## src/rtl/fetch_pkg.sv

```systemverilog
// Shared widths, counter sizing and the queue entry type for the fetch front-end.
package fetch_pkg;

  localparam int ADDR_W_DEF  = 24;
  localparam int INSTR_W_DEF = 24;
  localparam int DEPTH_DEF   = 4;

  // Occupancy/credit counters must hold the value DEPTH itself.
  function automatic int cnt_w(input int depth);
    return $clog2(depth) + 1;
  endfunction

  localparam int CNT_W_DEF = cnt_w(DEPTH_DEF);

  typedef struct packed {
    logic [INSTR_W_DEF-1:0] instr;
    logic [ADDR_W_DEF-1:0]  pc;
  } fetch_entry_t;

endpackage

```

## src/rtl/fetch_queue_unit_if.sv

```systemverilog
// Redirect, instruction-memory and decode-side signals of the fetch front-end.
interface fetch_queue_unit_if import fetch_pkg::*; #(
  parameter int ADDR_W  = ADDR_W_DEF,
  parameter int INSTR_W = INSTR_W_DEF
);
  logic               redirect_valid;
  logic [ADDR_W-1:0]  redirect_pc;
  logic               imem_req_valid;
  logic               imem_req_ready;
  logic [ADDR_W-1:0]  imem_req_addr;
  logic               imem_rsp_valid;
  logic [INSTR_W-1:0] imem_rsp_data;
  logic               out_valid;
  logic               out_ready;
  logic [INSTR_W-1:0] out_instr;
  logic [ADDR_W-1:0]  out_pc;
  logic [ADDR_W-1:0]  out_next_pc;

  modport master (
    input  redirect_valid, redirect_pc, imem_req_ready, imem_rsp_valid, imem_rsp_data, out_ready,
    output imem_req_valid, imem_req_addr, out_valid, out_instr, out_pc, out_next_pc
  );

  modport slave (
    output redirect_valid, redirect_pc, imem_req_ready, imem_rsp_valid, imem_rsp_data, out_ready,
    input  imem_req_valid, imem_req_addr, out_valid, out_instr, out_pc, out_next_pc
  );
endinterface

```

## src/rtl/fetch_fifo.sv

```systemverilog
// Synchronous prefetch FIFO with a registered head (dout/vld), flush, and push+pop when full.
module fetch_fifo import fetch_pkg::*; #(
  parameter int             W        = 8,
  parameter int             DEPTH    = 4,
  parameter logic [W-1:0]   RST_DOUT = '0,
  localparam int            CW       = cnt_w(DEPTH)
) (
  input  logic          clk,
  input  logic          rst,
  input  logic          flush,
  input  logic          push,
  input  logic [W-1:0]  din,
  input  logic          pop,
  output logic [W-1:0]  dout,
  output logic          vld,
  output logic [CW-1:0] cnt
);
  localparam int PW = $clog2(DEPTH);

  logic [W-1:0]  mem [DEPTH];
  logic [PW-1:0] rd_ptr, wr_ptr, rd_nxt;
  logic [CW-1:0] cnt_pop, cnt_nxt;
  logic          empty, full, pop_ok, push_ok;

  assign empty   = (cnt == '0);
  assign full    = (cnt == CW'(DEPTH));
  assign pop_ok  = pop && !empty;
  assign push_ok = push && (!full || pop_ok);
  assign rd_nxt  = rd_ptr + PW'(pop_ok);
  assign cnt_pop = cnt - CW'(pop_ok);
  assign cnt_nxt = cnt_pop + CW'(push_ok);

  always_ff @(posedge clk) begin
    if (rst) begin
      rd_ptr <= '0;
      wr_ptr <= '0;
      cnt    <= '0;
      vld    <= 1'b0;
      dout   <= RST_DOUT;
    end else if (flush) begin
      rd_ptr <= '0;
      wr_ptr <= '0;
      cnt    <= '0;
      vld    <= 1'b0;
    end else begin
      rd_ptr <= rd_nxt;
      if (push_ok) wr_ptr <= wr_ptr + PW'(1);
      cnt    <= cnt_nxt;
      vld    <= (cnt_nxt != '0);
      // Head register: bypass the incoming word when the queue drains to empty this cycle.
      if (cnt_pop == '0) begin
        if (push_ok) dout <= din;
      end else begin
        dout <= mem[rd_nxt];
      end
    end
  end

  always_ff @(posedge clk) begin
    if (push_ok && !rst && !flush) mem[wr_ptr] <= din;
  end

  a_no_overflow: assert property (@(posedge clk) disable iff (rst) !(push && full && !pop_ok));

endmodule

```

## src/rtl/fetch_queue_unit.sv

```systemverilog
// Decoupled fetch: PC generator, credit-limited imem requests, drop counter for redirects, prefetch FIFO.
module fetch_queue_unit import fetch_pkg::*; #(
  parameter int                ADDR_W   = ADDR_W_DEF,
  parameter int                INSTR_W  = INSTR_W_DEF,
  parameter int                DEPTH    = DEPTH_DEF,
  parameter logic [ADDR_W-1:0] PC_STEP  = ADDR_W'(1),
  parameter logic [ADDR_W-1:0] RESET_PC = '0
) (
  input logic                 CLK,
  input logic                 rst,
  fetch_queue_unit_if.master  bus
);
  localparam int          CW      = cnt_w(DEPTH);
  localparam logic [CW:0] DEPTH_C = (CW+1)'(DEPTH);

  typedef struct packed {
    logic [INSTR_W-1:0] instr;
    logic [ADDR_W-1:0]  pc;
    logic [ADDR_W-1:0]  next_pc;
  } ent_t;

  localparam ent_t RST_ENT = '{instr: '0, pc: RESET_PC, next_pc: RESET_PC + PC_STEP};

  logic [ADDR_W-1:0] fetch_pc, rsp_pc;
  logic [CW-1:0]     inflight, drop, count;
  logic [CW:0]       used;
  logic              req_fire, rsp_drop, push, pop, vld;
  ent_t              din, dout;

  // Credits cover both buffered entries and outstanding requests, so the queue cannot overflow.
  assign used               = {1'b0, count} + {1'b0, inflight};
  assign bus.imem_req_valid = !rst && !bus.redirect_valid && (used < DEPTH_C);
  assign bus.imem_req_addr  = fetch_pc;
  assign req_fire           = bus.imem_req_valid && bus.imem_req_ready;

  assign rsp_drop = (drop != '0);
  assign push     = bus.imem_rsp_valid && !rsp_drop && !bus.redirect_valid;
  assign pop      = bus.out_ready && !bus.redirect_valid;
  assign din      = '{instr: bus.imem_rsp_data, pc: rsp_pc, next_pc: rsp_pc + PC_STEP};

  always_ff @(posedge CLK) begin
    if (rst) begin
      fetch_pc <= RESET_PC;
      rsp_pc   <= RESET_PC;
      inflight <= '0;
      drop     <= '0;
    end else if (bus.redirect_valid) begin
      // Everything still outstanding belongs to the old path; a same-cycle response is simply lost.
      fetch_pc <= bus.redirect_pc;
      rsp_pc   <= bus.redirect_pc;
      inflight <= inflight - CW'(bus.imem_rsp_valid);
      drop     <= inflight - CW'(bus.imem_rsp_valid);
    end else begin
      if (req_fire) fetch_pc <= fetch_pc + PC_STEP;
      inflight <= inflight + CW'(req_fire) - CW'(bus.imem_rsp_valid);
      if (bus.imem_rsp_valid) begin
        if (rsp_drop) drop   <= drop - CW'(1);
        else          rsp_pc <= rsp_pc + PC_STEP;
      end
    end
  end

  fetch_fifo #(
    .W        ($bits(ent_t)),
    .DEPTH    (DEPTH),
    .RST_DOUT (RST_ENT)
  ) u_fifo (
    .clk   (CLK),
    .rst   (rst),
    .flush (bus.redirect_valid),
    .push  (push),
    .din   (din),
    .pop   (pop),
    .dout  (dout),
    .vld   (vld),
    .cnt   (count)
  );

  assign bus.out_valid   = vld;
  assign bus.out_instr   = dout.instr;
  assign bus.out_pc      = dout.pc;
  assign bus.out_next_pc = dout.next_pc;

endmodule

```

## src/flat_wrapper.sv

```systemverilog
// flat-port wrapper written by rule: the top's interface ports become plain ports
module fetch_queue_unit_flat import fetch_pkg::*;
#(
  parameter int                ADDR_W   = ADDR_W_DEF,
  parameter int                INSTR_W  = INSTR_W_DEF,
  parameter int                DEPTH    = DEPTH_DEF,
  parameter logic [ADDR_W-1:0] PC_STEP  = ADDR_W'(1),
  parameter logic [ADDR_W-1:0] RESET_PC = '0
)
  (CLK, rst, bus_redirect_valid, bus_redirect_pc, bus_imem_req_ready, bus_imem_rsp_valid, bus_imem_rsp_data, bus_out_ready, bus_imem_req_valid, bus_imem_req_addr, bus_out_valid, bus_out_instr, bus_out_pc, bus_out_next_pc);
  fetch_queue_unit_if #(.ADDR_W(ADDR_W), .INSTR_W(INSTR_W)) bus_i ();
  input logic CLK;
  input logic rst;
  input wire logic [$bits(bus_i.redirect_valid)-1:0] bus_redirect_valid;
  input wire logic [$bits(bus_i.redirect_pc)-1:0] bus_redirect_pc;
  input wire logic [$bits(bus_i.imem_req_ready)-1:0] bus_imem_req_ready;
  input wire logic [$bits(bus_i.imem_rsp_valid)-1:0] bus_imem_rsp_valid;
  input wire logic [$bits(bus_i.imem_rsp_data)-1:0] bus_imem_rsp_data;
  input wire logic [$bits(bus_i.out_ready)-1:0] bus_out_ready;
  output wire logic [$bits(bus_i.imem_req_valid)-1:0] bus_imem_req_valid;
  output wire logic [$bits(bus_i.imem_req_addr)-1:0] bus_imem_req_addr;
  output wire logic [$bits(bus_i.out_valid)-1:0] bus_out_valid;
  output wire logic [$bits(bus_i.out_instr)-1:0] bus_out_instr;
  output wire logic [$bits(bus_i.out_pc)-1:0] bus_out_pc;
  output wire logic [$bits(bus_i.out_next_pc)-1:0] bus_out_next_pc;
  assign bus_i.redirect_valid = bus_redirect_valid;
  assign bus_i.redirect_pc = bus_redirect_pc;
  assign bus_i.imem_req_ready = bus_imem_req_ready;
  assign bus_i.imem_rsp_valid = bus_imem_rsp_valid;
  assign bus_i.imem_rsp_data = bus_imem_rsp_data;
  assign bus_i.out_ready = bus_out_ready;
  assign bus_imem_req_valid = bus_i.imem_req_valid;
  assign bus_imem_req_addr = bus_i.imem_req_addr;
  assign bus_out_valid = bus_i.out_valid;
  assign bus_out_instr = bus_i.out_instr;
  assign bus_out_pc = bus_i.out_pc;
  assign bus_out_next_pc = bus_i.out_next_pc;
  fetch_queue_unit #(.ADDR_W(ADDR_W), .INSTR_W(INSTR_W), .DEPTH(DEPTH), .PC_STEP(PC_STEP), .RESET_PC(RESET_PC)) u_core (.CLK(CLK), .rst(rst), .bus(bus_i));
endmodule
```

## config.mk

```make
export PLATFORM = sky130hd
export DESIGN_NAME = fetch_queue_unit_flat
export DESIGN_NICKNAME = d
export VERILOG_FILES = /design/src/rtl/fetch_pkg.sv /design/src/rtl/fetch_queue_unit_if.sv /design/src/rtl/fetch_fifo.sv /design/src/rtl/fetch_queue_unit.sv /design/src/flat_wrapper.sv
export SDC_FILE = /design/constraint.sdc
export NUM_CORES = 1
export LEC_CHECK = 0
export ABC_AREA = 1
export CORE_ASPECT_RATIO = 0.7
export CORE_UTILIZATION = 55
export CTS_BUF_LIST = sky130_fd_sc_hd__clkbuf_4
export DETAILED_ROUTE_END_ITERATION = 10
export PLACE_DENSITY = 0.74
export SLEW_MARGIN = 10
export SYNTH_ARGS = -nofsm -noshare
export SYNTH_HDL_FRONTEND = slang
export SYNTH_SLANG_ARGS = --single-unit
```

## constraint.sdc

```tcl
create_clock -name CLK -period 8.7 [get_ports CLK]
set_clock_uncertainty 0.15 [all_clocks]
set_input_delay 1.74 -clock CLK [delete_from_list [all_inputs] [get_ports CLK]]
set_output_delay 1.74 -clock CLK [all_outputs]
set_load 0.01 [all_outputs]
```

Word-level counts from Yosys, hierarchy flattened. Memory sizes are Yosys's and may differ from the RTL's. Cells that the tools add are included.

Register bits: 134. Logic and storage cells: 66. Output and inout port bits: 98. Memories kept: 1. Input port bits: 54. Bits in writable memories: 288.

Magnitude comparators: 1. Bitwise operators: 1. $add $sub $neg: 11. Reduce and logical (&&, ||, !) cells: 27. Mux-type cells: 13. Equality and inequality tests: 3.

Memories: u_core.u_fifo.mem (words 4, width 72, read ports 1, clocked after memory_dff 0, write ports 1, RTL line fetch_fifo.sv:20) `logic [W-1:0] mem [DEPTH];`.

Operators with widths (number): 72-bit 2-to-1 mux (2); 24-bit 2-to-1 mux (5); 24-bit by 1-bit adder with 24-bit output, second input constant (2); 3-bit 2-to-1 mux (4); 1-bit logical AND (10); 3-bit by 1-bit subtractor with 3-bit output (3); 3-bit by 1-bit adder with 3-bit output (2); 3-bit zero test (2); 2-bit AND reduction (3); 2-bit nonzero test (3); 3-bit nonzero test (2); 1-bit zero test (5); 3-bit by 3-bit adder with 4-bit output (1); 4-bit by 3-bit less-than comparator with 1-bit output, second input constant (1); 2-bit != test, second input constant (2); 3-bit == test, second input constant (1); 3-bit by 1-bit subtractor with 3-bit output, second input constant (1); 2-bit by 1-bit adder with 2-bit output (1); 2-bit by 1-bit adder with 2-bit output, second input constant (1); 1-bit 2-to-1 mux (2); 2-bit OR reduction (1); 1-bit logical OR (1); 1-bit NOT (1).

Longest topological paths before layout.
Depth after elaboration: 9. Mapped depth: 17.

Hierarchy. Synthesis repeated with hierarchy kept, for this count alone.

Cell total of the unflattened synthesis: 2494. Area total of the unflattened synthesis: 20139.3 um2.

Modules (own cells, without submodules): fetch_fifo (area an instance 16428.3 um2, cells each 1894, times used 1, seq. area each 10249.8 um2); fetch_queue_unit (area an instance 3711.1 um2, cells each 600, times used 1, seq. area each 1081.0 um2).

Worst setup path after synthesis. OpenSTA, ideal clock, no wires.

Path type: input to register. Start point: input bus_redirect_valid. End point: memory u_core.u_fifo.mem[0][0] (netlist bit), enable pin. Stages: 8. Arrival: 5.366 ns. Path buffers: 1. Slack: 2.681 ns. Library setup time: 0.503 ns. Cells stage by stage: buf_6 > inv_2 > nand2_1 > nand3_1 > nand2_2 > inv_1 > nand2_1 > nor2_1.

Cells in the longest elaborated chain, start to end: 9.

RTL lines: start, declared (RTL line flat_wrapper.sv:14) `input wire logic [$bits(bus_i.redirect_valid)-1:0] bus_redirect_valid;`; 1-bit zero test (*) (RTL line fetch_fifo.sv:60, fetch_queue_unit.sv:37, fetch_queue_unit.sv:38); 1-bit logical AND (RTL line fetch_queue_unit.sv:38) `assign pop = bus.out_ready && !bus.redirect_valid;`; 1-bit logical AND (RTL line fetch_fifo.sv:27) `assign pop_ok = pop && !empty;`; 1-bit logical OR (RTL line fetch_fifo.sv:28) `assign push_ok = push && (!full || pop_ok);`; 1-bit logical AND (RTL line fetch_fifo.sv:28); 1-bit logical AND (RTL line fetch_fifo.sv:60) `if (push_ok && !rst && !flush) mem[wr_ptr] <= din;`; 1-bit logical AND (*) (RTL line fetch_fifo.sv:60); 1-bit 2-to-1 mux (*) (RTL line fetch_fifo.sv:60); 1-bit 2-to-1 mux (not written as such) (*) (RTL line fetch_fifo.sv:60); end, declared (RTL line fetch_fifo.sv:20).

Every way passes the cells marked *; elsewhere a longest branch is shown, timed or not.

Final worst setup path.
Start point: input bus_redirect_valid. End point: output bus_imem_req_valid.

Cells in the longest elaborated chain, start to end: 3.

RTL lines: 1-bit zero test (RTL line fetch_queue_unit.sv:32) `assign bus.imem_req_valid = !rst && !bus.redirect_valid && (used < DEPTH_C);`; 1-bit logical AND (2 in a row) (RTL line fetch_queue_unit.sv:32); end, declared (RTL line flat_wrapper.sv:20) `output wire logic [$bits(bus_i.imem_req_valid)-1:0] bus_imem_req_valid;`.

No other way between the ends.

==> results.cfg <==
[yosys]
synth.area.top_cells = edfxtp_1 (47%), dfxtp_1 (15%), nand2_1 (12%)
avgSynthCellArea_um2 = 9.35
yosysTopAreaCell = edfxtp_1
async_flop_share = 0
yosysUniqueCellTypes = 38
yosysSeqAreaShare = 0.622
synth_common_cells = nand2_1 (564), edfxtp_1 (288), nand3_1 (234)
syn_area_mm2 = 0.0182
ys.flop_type = edfxtp_1
synth_edf_count = 288
syn_nets = 2024
syn_inst = 1950
synthDominantCellAreaShare = 0.474
synth_most_common_cell = nand2_1
ys_warn_count = 0
ys_ff_latch = 422

[die]
die-width_um = 220
coreArea_mm2 = 0.0325
die_y_um = 154
start_util = 0.561
rows = 55
io_pins = 152
dieArea_mm2 = 0.0339

[setup_path]
cpPeakStageDelay_ns = 0.57
critPathMostFrequentCell = clkdlybuf4s50_1
start_kind = primary input
slowest_stage = clkdlybuf4s50_1
reg2reg_slack_ns = 4.89
cp_num_buf_inv = 3
worstPathRequired_ns = 6.81
path_delay_family = buffers and inverters
cp_max_fo = 34
endpoint_kind = output port
crit_type = primary input to output port
worstPathCellList = clkdlybuf4s50_1, buf_4, nor2_8, nand2_2, nor2_2, clkdlybuf4s50_1
worst_ep_arrival_time_ns = 3.58

[sta]
rsz0062_at_grt = no
timing.final.crit_period_ns = 5.47
fin_setup_tns_ns = 0
final.period_utilization = 0.629
drv_slew = 0
setup_ws_ns = 3.23
finalSetupViolations = 0
tightest_slew_ns = 1.19
hold_viol = 0
hold_ws_ns = 0.357
timing.fmax_ghz = 0.183
slew_headroom = 0.204

[detailed_routing]
vias = 14500
firstDrtPassIters = 9
drt_iter0_drc = 1818
wl_per_cell_um = 18.2
drcViolationCount = 9
vias_per_cell = 5.53
wirelength_um = 47900
ant_nets = 0

[global_route]
grt_overflow = 0
grt.total_usage = 0.286
grt_util_met1 = 0.426
grt_pass1_vias = 13500
use_met2 = 0.425
grt_pass1_wl_um = 74700
grt_max_degree = 89
antenna_found_initial = 1
busiest_layer = met1
met3_usage = 0.0519

[worst_hold_path]
hp-class = flop to flop

[layout]
nets = 2191
finalNonFillerCells = 2626
nFillCells = 2587
ff_latch_area_mm2 = 0.0113
layout-drive-gt1-share = 0.0960
syn2layout_area_growth_pct = 16.6
multi_input_area_mm2 = 0.00602

[placement]
dp_slack_ns = 2.68
post-place-cells = 2446
port_buffers = 151
dp.final_hpwl_um = 27600
place.gp.congestion = 0.897

[clocking]
hold_buffers = 0
cts_sinks = 422
htree_levels = 3
cts.path.max_buffers = 3
cts_buffers = 96
cts_tree = done
ctsRootBufferMaster = clkbuf_4
clk_pin_slew_ns = 0.07
post_cts_resized = 0
clock_latency_ns = 0.78
post_cts_buffers = 0

[power]
p_seq_frac = 0.525
leakage_nw = 8.27
ir_drop_mv = 0.167
totalPowerFinal_mw = 4.33
pwr-share-comb = 0.110
power.net_switching_mw = 1.13
sw_frac_of_total = 0.260
power.share.clock = 0.364
power.density_mw_per_mm2 = 204
p_int_mw = 3.21

[run_status]
failed_checks = design-rule violations
status = finished, violations left

[flow_run]
drv_cap = 0
routing by layer:
metal,wire length [um],vias to the layer above
met5,0,-
met4,874,0
met3,4390,76
met2,21600,727
met1,21000,6817
li1,-,6911
cell families after synthesis:
family                     Yosys count  share of synthesized area
xor gates and xnor gates            24                     0.0115
adders and majority gates           20                     0.0141
buffers and inverters              224                     0.0509
AOI/OAI and AO/OA                  220                     0.0632
muxes                                5                    0.00275
and+or+nand+nor                   1035                      0.236
DFF                                422                      0.622
worst paths after layout:
| path | start | to | depth (start not counted) |
|---|---|---|---|
| max | bus_redirect_valid | bus_imem_req_valid | 6 |
| min | u_core.u_fifo.dout[24] | u_core.u_fifo.dout[24] | 2 |
| max reg2reg | u_core.drop[1] | u_core.u_fifo.mem[3][11] | 10 |
| min reg2reg | u_core.u_fifo.dout[24] | u_core.u_fifo.dout[24] | 2 |
state kept, by name, summed over array words and instances, names as in the netlist:
name / flops
u_core.drop: 3
u_core.inflight: 3
u_core.bus.imem_req_addr: 24
u_core.u_fifo.wr_ptr: 2
u_core.u_fifo.vld: 1
u_core.u_fifo.mem: 288
u_core.rsp_pc: 24
u_core.u_fifo.cnt: 3
u_core.u_fifo.dout: 72
u_core.u_fifo.rd_ptr: 2
cell usage in the layout (no fill, tap or decap), types with 6 or more instances in the layout:
master           instances
a21oi_1                 59
a31oi_1                 11
and2_1                   6
buf_4                   17
clkbuf_4               154
clkdlybuf4s50_1        150
clkinv_1                18
dfxtp_1                134
edfxtp_1               288
ha_1                    18
inv_1                  118
inv_2                   10
nand2_1                563
nand3_1                234
nand4_1                  8
nor2_1                 197
o211ai_1                 6
o21ai_0                131
o21ai_1                  8
xor2_1                  18
worst register-to-register path, delay by kind of cell, from the launching register on:
kind,cells,cell delay (ns)
flops,1,0.30
simple gates,5,1.35
buf+inv,4,1.40
fa+ha+maj,1,0.19
per-stage QoR:
step,utilization,cell area [um2]
CTS,0.654,21200
global placement,0.616,20000
finish,0.654,21200
floorplan,-,18200
detailed placement,0.616,20000
global route,0.654,21200
power by group through the flow:
stage               logic (mW)  clock network (mW)  registers (mW)
floorplan                0.249                   0            2.32
global placement         0.463                   0            2.32
detailed placement       0.473                   0            2.32
CTS                      0.475                1.60            2.28
global route             0.525                1.71            2.28
finish                   0.478                1.58            2.28
final cells by class:
cell class                      count  share of cell area
Sequential cell                   422               0.533
Multi-Input combinational cell   1304               0.283
Timing Repair Buffer              168              0.0769
Clock buffer                      154              0.0544
Tap cell                          427              0.0251
Inverter                          125              0.0222
Clock inverter                     25             0.00459
Antenna cell                        1            0.000118
No activity file was read; power rests on OpenSTA's default activity.
